**config.mk**
```make
export PLATFORM = sky130hd
export DESIGN_NAME = cpu_subsys_mem_arbiter
export DESIGN_NICKNAME = d
export VERILOG_FILES = /design/src/rtl/cpu_subsys_mem_arbiter.sv
export SDC_FILE = /design/constraint.sdc
export NUM_CORES = 1
export LEC_CHECK = 0
export CAP_MARGIN = 20
export CORE_MARGIN = 8
export CORE_UTILIZATION = 39
export DETAILED_ROUTE_END_ITERATION = 10
export PLACE_DENSITY = 0.91
export SYNTH_ARGS = -nofsm -noshare
export SYNTH_HDL_FRONTEND = slang
export SYNTH_SLANG_ARGS = --single-unit
```
**constraint.sdc**
```tcl
create_clock -name clk -period 2.09 [get_ports clk]
set_input_delay 0.3135 -clock clk [delete_from_list [all_inputs] [get_ports clk]]
set_output_delay 0.3135 -clock clk [all_outputs]
set_load 0.03 [all_outputs]
```
**src/rtl/cpu_subsys_mem_arbiter.sv**
```systemverilog
// Two-master round-robin arbiter in front of a single-port memory slave; all s_* outputs registered.
// Optional BUSY watchdog (aborts with ERR_RDATA) is enabled by defining CPU_SUBSYS_ARB_TIMEOUT_EN.
module cpu_subsys_mem_arbiter #(
  parameter int unsigned TIMEOUT_CYCLES = 255,
  parameter logic [31:0] ERR_RDATA      = 32'hDEADBEEF
) (
  input  logic        clk,
  input  logic        rst,
  input  logic        m0_valid,
  output logic        m0_ready,
  input  logic [31:0] m0_addr,
  input  logic [31:0] m0_wdata,
  input  logic [3:0]  m0_wstrb,
  output logic [31:0] m0_rdata,
  input  logic        m1_valid,
  output logic        m1_ready,
  input  logic [31:0] m1_addr,
  input  logic [31:0] m1_wdata,
  input  logic [3:0]  m1_wstrb,
  output logic [31:0] m1_rdata,
  output logic        s_valid,
  input  logic        s_ready,
  output logic [31:0] s_addr,
  output logic [31:0] s_wdata,
  output logic [3:0]  s_wstrb,
  input  logic [31:0] s_rdata,
  output logic        timeout_err
);

  typedef enum logic [1:0] {IDLE, BUSY, DONE} state_t;

  state_t      state_q;
  logic        grant_q;
  logic        last_q;
  logic        s_valid_q;
  logic [31:0] s_addr_q;
  logic [31:0] s_wdata_q;
  logic [3:0]  s_wstrb_q;
  logic        m0_ready_q;
  logic        m1_ready_q;
  logic [31:0] m0_rdata_q;
  logic [31:0] m1_rdata_q;

  logic        grant_d;
  logic        done_d;
  logic        abort_d;
  logic [31:0] rsp_d;

  // last_q names the master served most recently; a tie goes to the other one.
  always_comb begin
    grant_d = m1_valid & (~m0_valid | ~last_q);
  end

`ifdef CPU_SUBSYS_ARB_TIMEOUT_EN
  localparam int CW = $clog2(TIMEOUT_CYCLES + 1);
  localparam logic [CW-1:0] TMAX = CW'(TIMEOUT_CYCLES);
  logic [CW-1:0] cnt_q;
  logic          timeout_q;

  always_comb begin
    abort_d = (state_q == BUSY) && !s_ready && (cnt_q == TMAX);
  end

  always_ff @(posedge clk) begin
    if (rst) begin
      cnt_q     <= '0;
      timeout_q <= 1'b0;
    end else begin
      timeout_q <= abort_d;
      if (state_q != BUSY) cnt_q <= '0;
      else if (!s_ready && !abort_d) cnt_q <= cnt_q + 1'b1;
    end
  end

  assign timeout_err = timeout_q;
`else
  always_comb begin
    abort_d = 1'b0;
  end

  assign timeout_err = 1'b0;
`endif

  always_comb begin
    done_d = (state_q == BUSY) && (s_ready || abort_d);
    rsp_d  = s_ready ? s_rdata : ERR_RDATA;
  end

  always_ff @(posedge clk) begin
    if (rst) begin
      state_q    <= IDLE;
      grant_q    <= 1'b0;
      last_q     <= 1'b1;
      s_valid_q  <= 1'b0;
      s_addr_q   <= '0;
      s_wdata_q  <= '0;
      s_wstrb_q  <= '0;
      m0_ready_q <= 1'b0;
      m1_ready_q <= 1'b0;
      m0_rdata_q <= '0;
      m1_rdata_q <= '0;
    end else begin
      m0_ready_q <= 1'b0;
      m1_ready_q <= 1'b0;
      case (state_q)
        IDLE: begin
          if (m0_valid || m1_valid) begin
            grant_q   <= grant_d;
            s_valid_q <= 1'b1;
            s_addr_q  <= grant_d ? m1_addr  : m0_addr;
            s_wdata_q <= grant_d ? m1_wdata : m0_wdata;
            s_wstrb_q <= grant_d ? m1_wstrb : m0_wstrb;
            state_q   <= BUSY;
          end
        end
        BUSY: begin
          if (done_d) begin
            if (grant_q) begin
              m1_ready_q <= 1'b1;
              m1_rdata_q <= rsp_d;
            end else begin
              m0_ready_q <= 1'b1;
              m0_rdata_q <= rsp_d;
            end
            s_valid_q <= 1'b0;
            last_q    <= grant_q;
            state_q   <= DONE;
          end
        end
        DONE: begin
          // The slave's ready is level-held one cycle past s_valid; wait for it to clear.
          if (!s_ready) state_q <= IDLE;
        end
        default: state_q <= IDLE;
      endcase
    end
  end

  assign s_valid  = s_valid_q;
  assign s_addr   = s_addr_q;
  assign s_wdata  = s_wdata_q;
  assign s_wstrb  = s_wstrb_q;
  assign m0_ready = m0_ready_q;
  assign m1_ready = m1_ready_q;
  assign m0_rdata = m0_rdata_q;
  assign m1_rdata = m1_rdata_q;

endmodule
```
==> flow_metrics.env, run 1 <==
export IMPL_rsz0062_at_grt="no"
export IMPL_setup_ws_ns=0.251
export IMPL_globalRoute_totalOverflow=0
export IMPL_min_delay_path_class="in -> reg"
export IMPL_worst_path_largest_cell_delay_ns=0.72
export IMPL_postSynthRegisterBits=139
export IMPL_clock_pin_slew_on_the_worst_setup_and_hold_paths_ns=0.06
export IMPL_timing_worst_slew_pin_value_ns=0.505
export IMPL_result_of_the_run="completed"
export IMPL_crit_path_max_fanout=2
export IMPL_grtUsageTotal_pct=22.2
export IMPL_grt_antenna_before_repair=0
export IMPL_synthesis_area_per_instance_sq_um=8.08
export IMPL_die_area_sq_um=18600
export IMPL_number_of_flops_mapped_to_enable_cells_by_yosys=0
export IMPL_via_per_inst=5.31
export IMPL_dieHeight_um=136
export IMPL_capturing_element_type_of_the_critical_path="primary output"
export IMPL_h_tree_depth=4
export IMPL_yosysWarningCount=0
export IMPL_regToRegSetupSlack_ns=0.46
export IMPL_synth_simple_area_share_pct=19.4
export IMPL_remaining_drc_errors=0
export IMPL_setup_total_negative_slack_ns=0
export IMPL_drive_gt1_share_pct=7.93
export IMPL_period_share_pct=88.0
export IMPL_muxShareOfSynthArea_pct=0
export IMPL_cts_setup_buffers=0
export IMPL_synth_cells=699
export IMPL_io_buffers=307
export IMPL_layout_core_utilization_pct=66.4
export IMPL_power_per_cell_area_nw_per_um2=836
export IMPL_detail_route_wirelength_um=21300
export IMPL_worstSkewPairLatency_ns=0.41
export IMPL_area_delta_synth_final_pct=68.2
export IMPL_post_drt_wl_per_cell_um=18.2
export IMPL_total_leakage_power_uw=0.00341
export IMPL_design_portCount=309
export IMPL_grt_first_pass_wirelength_um=32500
export IMPL_count_of_final_max_slew_check_failures=0
export IMPL_timing_critical_path_cells="clkdlybuf4s50_1"
export IMPL_starting_density_pct=39.4
export IMPL_die_width_um=136
export IMPL_cts_buffers_inserted=17
export IMPL_place_area_sq_um=8910
export IMPL_post_synth_fa_ha_maj_area_fraction_pct=0
export IMPL_async_set_or_reset_flop_fraction_in_the_synthesized_netlist_pct=0
export IMPL_critical_path_buf_inv_count=1
export IMPL_highest_ir_drop_seen_on_vdd_uv=529
export IMPL_post_place_ws_ns=0.0950
export IMPL_fin_skew_ns=0.00713
export IMPL_critPathSlowestCell="clkdlybuf4s50_1"
export IMPL_synth_compound_gate_area_share_pct=25.4
export IMPL_post_layout_total_power_uw=7950
export IMPL_worstPathRequired_ns=1.78
export IMPL_finalCriticalPeriod_ns=1.84
export IMPL_place_detailed_hpwl_um=15500
export IMPL_drv_cap=0
export IMPL_fp_row_count=44
export IMPL_postLayoutCellArea_sq_um=9500
export IMPL_synth_ff_type="dfxtp_1"
export IMPL_sort_of_element_at_the_start_of_the_critical_path="flop"
export IMPL_detailroute_via_count=6197
export IMPL_gp_congestion=0.800
export IMPL_antenna_viol_nets_final=0
export IMPL_detail_route_first_pass_iterations=4
export IMPL_synth_cell_types=26
export IMPL_clock_fmax_mhz=544
export IMPL_post_cts_resize_count=0
export IMPL_num_antenna_cells=0
export IMPL_placeableCoreArea_sq_um=14300
export IMPL_cts_hold_buf=0
export IMPL_final_nets=1144
export IMPL_via_count_of_the_first_global_routing_pass=6226
export IMPL_syn_num_nets=872
export IMPL_finalHoldViolCount=0
export IMPL_synth_xor_xnor_area_share_pct=0.155
export IMPL_cts_sinks=139
export IMPL_critical_setup_path_kind="reg -> out"
export IMPL_arrival_time_at_the_worst_endpoint_ns=1.53
export IMPL_synth_area_sq_um=5650
export IMPL_pin_count_of_the_biggest_net_entering_global_routing=79
export IMPL_cts_root_buffer_cell="clkbuf_16"
export IMPL_critical_path_top_delay_family="buffers and inverters"
export IMPL_ctsLongestPathBuffers=2
export IMPL_ys_seq_area_share_pct=49.3
export IMPL_first_iter_violations=341
export IMPL_cts_tree="built"
export IMPL_slew_limit_headroom_pct=66.3
export IMPL_finalSetupViolCount=0
export IMPL_synth_top_family_by_area="compound AO/OA/AOI/OAI gates"
-- layout by cell type (no fill, tap or decap) --
cell	netlist	layout
a21bo_2	2	2
a21boi_4	0	1
a21oi_1	136	136
a311oi_1	48	48
a311oi_2	20	20
and2_2	0	1
and4b_1	1	1
buf_12	0	10
buf_4	2	8
bufinv_16	0	2
clkbuf_16	0	17
clkbuf_8	0	2
clkdlybuf4s50_1	0	306
clkinv_2	0	3
clkinv_4	0	3
clkinvlp_4	0	3
conb_1	1	1
dfxtp_1	139	139
inv_6	0	2
nand2_1	268	268
nand3b_1	1	1
nand4b_1	1	1
nand4bb_1	1	1
nor2_1	2	2
nor2_4	0	1
nor3b_1	1	1
nor4bb_4	0	1
or2_2	0	1
or3b_2	1	1
xnor2_1	1	1
-- final timing paths --
path              depth (start not counted)           end    startpoint
setup / recovery                          1    s_addr[30]    s_addr[30]
hold / removal                            3      m0_ready           rst
setup reg to reg                          4    s_wdata[0]    state_q[1]
hold reg to reg                           2  m1_rdata[27]  m1_rdata[27]
-- logic make-up (layout without fill, tap and decap cells) --
family | count (synthesis) | after routing
other | 1 | 1
AND/OR/NAND/NOR | 280 | 280
XOR/XNOR | 1 | 1
buffers and inverters | 71 | 356
AO/OA/AOI/OAI | 207 | 207
flip-flops | 139 | 139
-- per-stage QoR --
step           hold WS (ns)  std cells
2_1_floorplan         0.449        699
3_3_place_gp          0.441       1136
3_5_place_dp          0.447       1136
4_1_cts               0.395       1168
5_1_grt               0.405       1168
6_report              0.398       1168
-- layout make-up --
| class | count | area, sq um |
|---|---|---|
| fillers | 1104 | 4810 |
| repair buffers | 324 | 3320 |
| flip-flops and latches | 139 | 2780 |
| multi-input cells | 489 | 2570 |
| clock buffers | 19 | 453 |
| well taps | 184 | 230 |
| clock inverters | 13 | 141 |
-- where the power goes --
part	leakage [uW]	internal (uW)	switching, uW	total (uW)
Clock	0.000286	1830	1180	3000
Sequential	0.00114	2860	125	2990
Combinational	0.00199	895	1060	1960
-- routing by layer --
layer / track usage [%] / up-vias / part of all wire [%]
met5: 0 / - / 0
met4: 11.1 / 0 / 3.8
met3: 8.31 / 50 / 11
met2: 37.6 / 307 / 49
met1: 23.7 / 2890 / 36
li1: - / 2950 / -
-- registers in the layout, indices dropped and copies added, names as in the netlist --
| name | flops |
|---|---|
| m0_rdata | 32 |
| m1_ready | 1 |
| s_wstrb | 4 |
| state_q | 2 |
| last_q | 1 |
| m0_ready | 1 |
| s_valid | 1 |
| s_addr | 32 |
| grant_q | 1 |
| m1_rdata | 32 |
| s_wdata | 32 |
-- cells in the mapped netlist (2+ instances only) --
| library cell | number | area [sq um] |
|---|---|---|
| a21bo_2 | 2 | 20.0 |
| dfxtp_1 | 139 | 2780 |
| a311oi_1 | 48 | 420 |
| nor2_1 | 2 | 7.51 |
| nand2_1 | 268 | 1010 |
| a21oi_1 | 136 | 681 |
| buf_4 | 2 | 15.0 |
| buf_2 | 14 | 70.1 |
| a311oi_2 | 20 | 300 |
| clkbuf_1 | 49 | 184 |
| buf_6 | 4 | 45.0 |
(Power assumes the default switching activity.)
==> run 2: changes to the inputs <==
--- a/config.mk
+++ b/config.mk
@@ -7,9 +7,10 @@
 export LEC_CHECK = 0
 export CAP_MARGIN = 20
 export CORE_MARGIN = 8
-export CORE_UTILIZATION = 39
+export CORE_UTILIZATION = 30
 export DETAILED_ROUTE_END_ITERATION = 10
-export PLACE_DENSITY = 0.91
+export PLACE_DENSITY = 0.75
+export SETUP_SLACK_MARGIN = 0.02
 export SYNTH_ARGS = -nofsm -noshare
 export SYNTH_HDL_FRONTEND = slang
 export SYNTH_SLANG_ARGS = --single-unit
==> run 2 against run 1 <==
Die area increased by 26%. Design area increased by 0.67%. Via count decreased by 2.7%. Critical endpoint is now s_addr[4].
==> flow_metrics.env, run 2 (same netlist as run 1, synthesis figures left out) <==
export IMPL_worstPathRequired_ns=1.78
export IMPL_grtUsageTotal_pct=17.9
export IMPL_pin_count_of_the_biggest_net_entering_global_routing=59
export IMPL_die_area_sq_um=23500
export IMPL_finalSetupViolCount=0
export IMPL_detailroute_via_count=6031
export IMPL_min_delay_path_class="in -> reg"
export IMPL_ff2ff_path_depth=4
export IMPL_layout_commonest_cell="clkdlybuf4s50_1"
export IMPL_num_antenna_cells=0
export IMPL_hold_path_depth=2
export IMPL_via_per_inst=4.94
export IMPL_io_buffers=307
export IMPL_most_frequent_cells_in_the_layout="306 x clkdlybuf4s50_1, 268 x nand2_1, 139 x dfxtp_1, 136 x a21oi_1, 48 x a311oi_1"
export IMPL_detail_route_first_pass_iterations=4
export IMPL_capturing_element_type_of_the_critical_path="primary output"
export IMPL_detail_route_wirelength_um=21200
export IMPL_period_share_pct=86.3
export IMPL_multi_input_comb_area_sq_um=2570
export IMPL_timing_hold_worst_start="rst"
export IMPL_worstReg2RegEnd="s_wdata[8]"
export IMPL_remaining_drc_errors=0
export IMPL_cts_root_buffer_cell="clkbuf_16"
export IMPL_regToRegSetupSlack_ns=0.58
export IMPL_post_layout_total_power_uw=7890
export IMPL_cts_tree="built"
export IMPL_cts_hold_buf=0
export IMPL_critPathSlowestCell="clkdlybuf4s50_1"
export IMPL_first_iter_violations=265
export IMPL_final_nets=1148
export IMPL_cts_buffers_inserted=17
export IMPL_gp_congestion=0.797
export IMPL_worst_path_largest_cell_delay_ns=0.74
export IMPL_place_area_sq_um=8990
export IMPL_grt_first_pass_wirelength_um=34000
export IMPL_crit_path_max_fanout=2
export IMPL_layout_core_utilization_pct=51.5
export IMPL_layout_filler_cells=1756
export IMPL_cts_sinks=139
export IMPL_result_of_the_run="completed"
export IMPL_h_tree_depth=4
export IMPL_worst_hold_path_endpoint="m0_rdata[26]"
export IMPL_finalCriticalPeriod_ns=1.80
export IMPL_critical_path_top_delay_family="buffers and inverters"
export IMPL_fin_skew_ns=0.00717
export IMPL_setup_total_negative_slack_ns=0
export IMPL_cts_setup_buffers=0
export IMPL_die_width_um=153
export IMPL_post_cts_resize_count=0
export IMPL_placeableCoreArea_sq_um=18600
export IMPL_drive_gt1_share_pct=8.10
export IMPL_dieHeight_um=153
export IMPL_clock_fmax_mhz=555
export IMPL_rsz0062_at_grt="no"
export IMPL_count_of_final_max_slew_check_failures=0
export IMPL_worstSkewPairLatency_ns=0.41
export IMPL_antenna_viol_nets_final=0
export IMPL_grt_antenna_before_repair=0
export IMPL_starting_density_pct=30.4
export IMPL_drv_cap=0
export IMPL_finalHoldViolCount=0
export IMPL_sort_of_element_at_the_start_of_the_critical_path="flop"
export IMPL_total_leakage_power_uw=0.00340
export IMPL_fp_row_count=50
export IMPL_register_area_sq_um=2780
export IMPL_area_delta_synth_final_pct=69.4
export IMPL_highest_ir_drop_seen_on_vdd_uv=539
export IMPL_design_portCount=309
export IMPL_clock_pin_slew_on_the_worst_setup_and_hold_paths_ns=0.06
export IMPL_r2r_start="last_q"
export IMPL_via_count_of_the_first_global_routing_pass=6281
export IMPL_post_drt_wl_per_cell_um=17.4
export IMPL_place_detailed_hpwl_um=15400
export IMPL_globalRoute_totalOverflow=0
export IMPL_critical_setup_path_kind="reg -> out"
export IMPL_timing_critical_path_cells="clkdlybuf4s50_1"
export IMPL_critical_path_buf_inv_count=1
export IMPL_arrival_time_at_the_worst_endpoint_ns=1.49
export IMPL_postLayoutCellArea_sq_um=9560
export IMPL_power_per_cell_area_nw_per_um2=825
export IMPL_ctsLongestPathBuffers=2
==> run 2: stage by stage <==
stage | worst slack (ns) | cells | hold WS, ns
after floorplan | 0.639 | 699 | 0.449
after global placement | 0.213 | 1190 | 0.441
after detailed placement | 0.122 | 1190 | 0.446
after CTS | 0.235 | 1222 | 0.273
after global routing | 0.216 | 1222 | 0.283
final | 0.287 | 1222 | 0.280
==> run 2: worst max path at each step <==
stage                         start  slack [ns]  cells after the start          end
after floorplan            m0_valid        0.64                      7  s_wdata[13]
after global placement     m0_valid        0.21                      5    s_addr[0]
after detailed placement   m0_valid        0.12                      6   s_wdata[8]
after CTS                 s_addr[4]        0.24                      1    s_addr[4]
after global routing      s_addr[4]        0.22                      1    s_addr[4]
final                     s_addr[4]        0.29                      1    s_addr[4]
==> run 2: layout make-up <==
| cell class | instances | area share (%) |
|---|---|---|
| Multi-Input combinational cell | 489 | 26.9 |
| Timing Repair Buffer | 328 | 34.9 |
| Clock inverter | 13 | 1.52 |
| Clock buffer | 19 | 4.53 |
| Tap cell | 234 | 3.06 |
| Sequential cell | 139 | 29.1 |
==> run 2: metal layers <==
layer  vias up  GRT usage (%)  share of wire (%)
li1       2959              -                  -
met1      2788           21.0                 41
met2       258           29.0                 46
met3        26           7.05                9.8
met4         0           6.74                2.4
met5         -              0                  0
==> run 2: power by group <==
part / total (uW) / switching (uW) / internal, uW
Combinational: 1950 / 1050 / 905
Sequential: 2980 / 119 / 2860
Clock: 2960 / 1190 / 1770
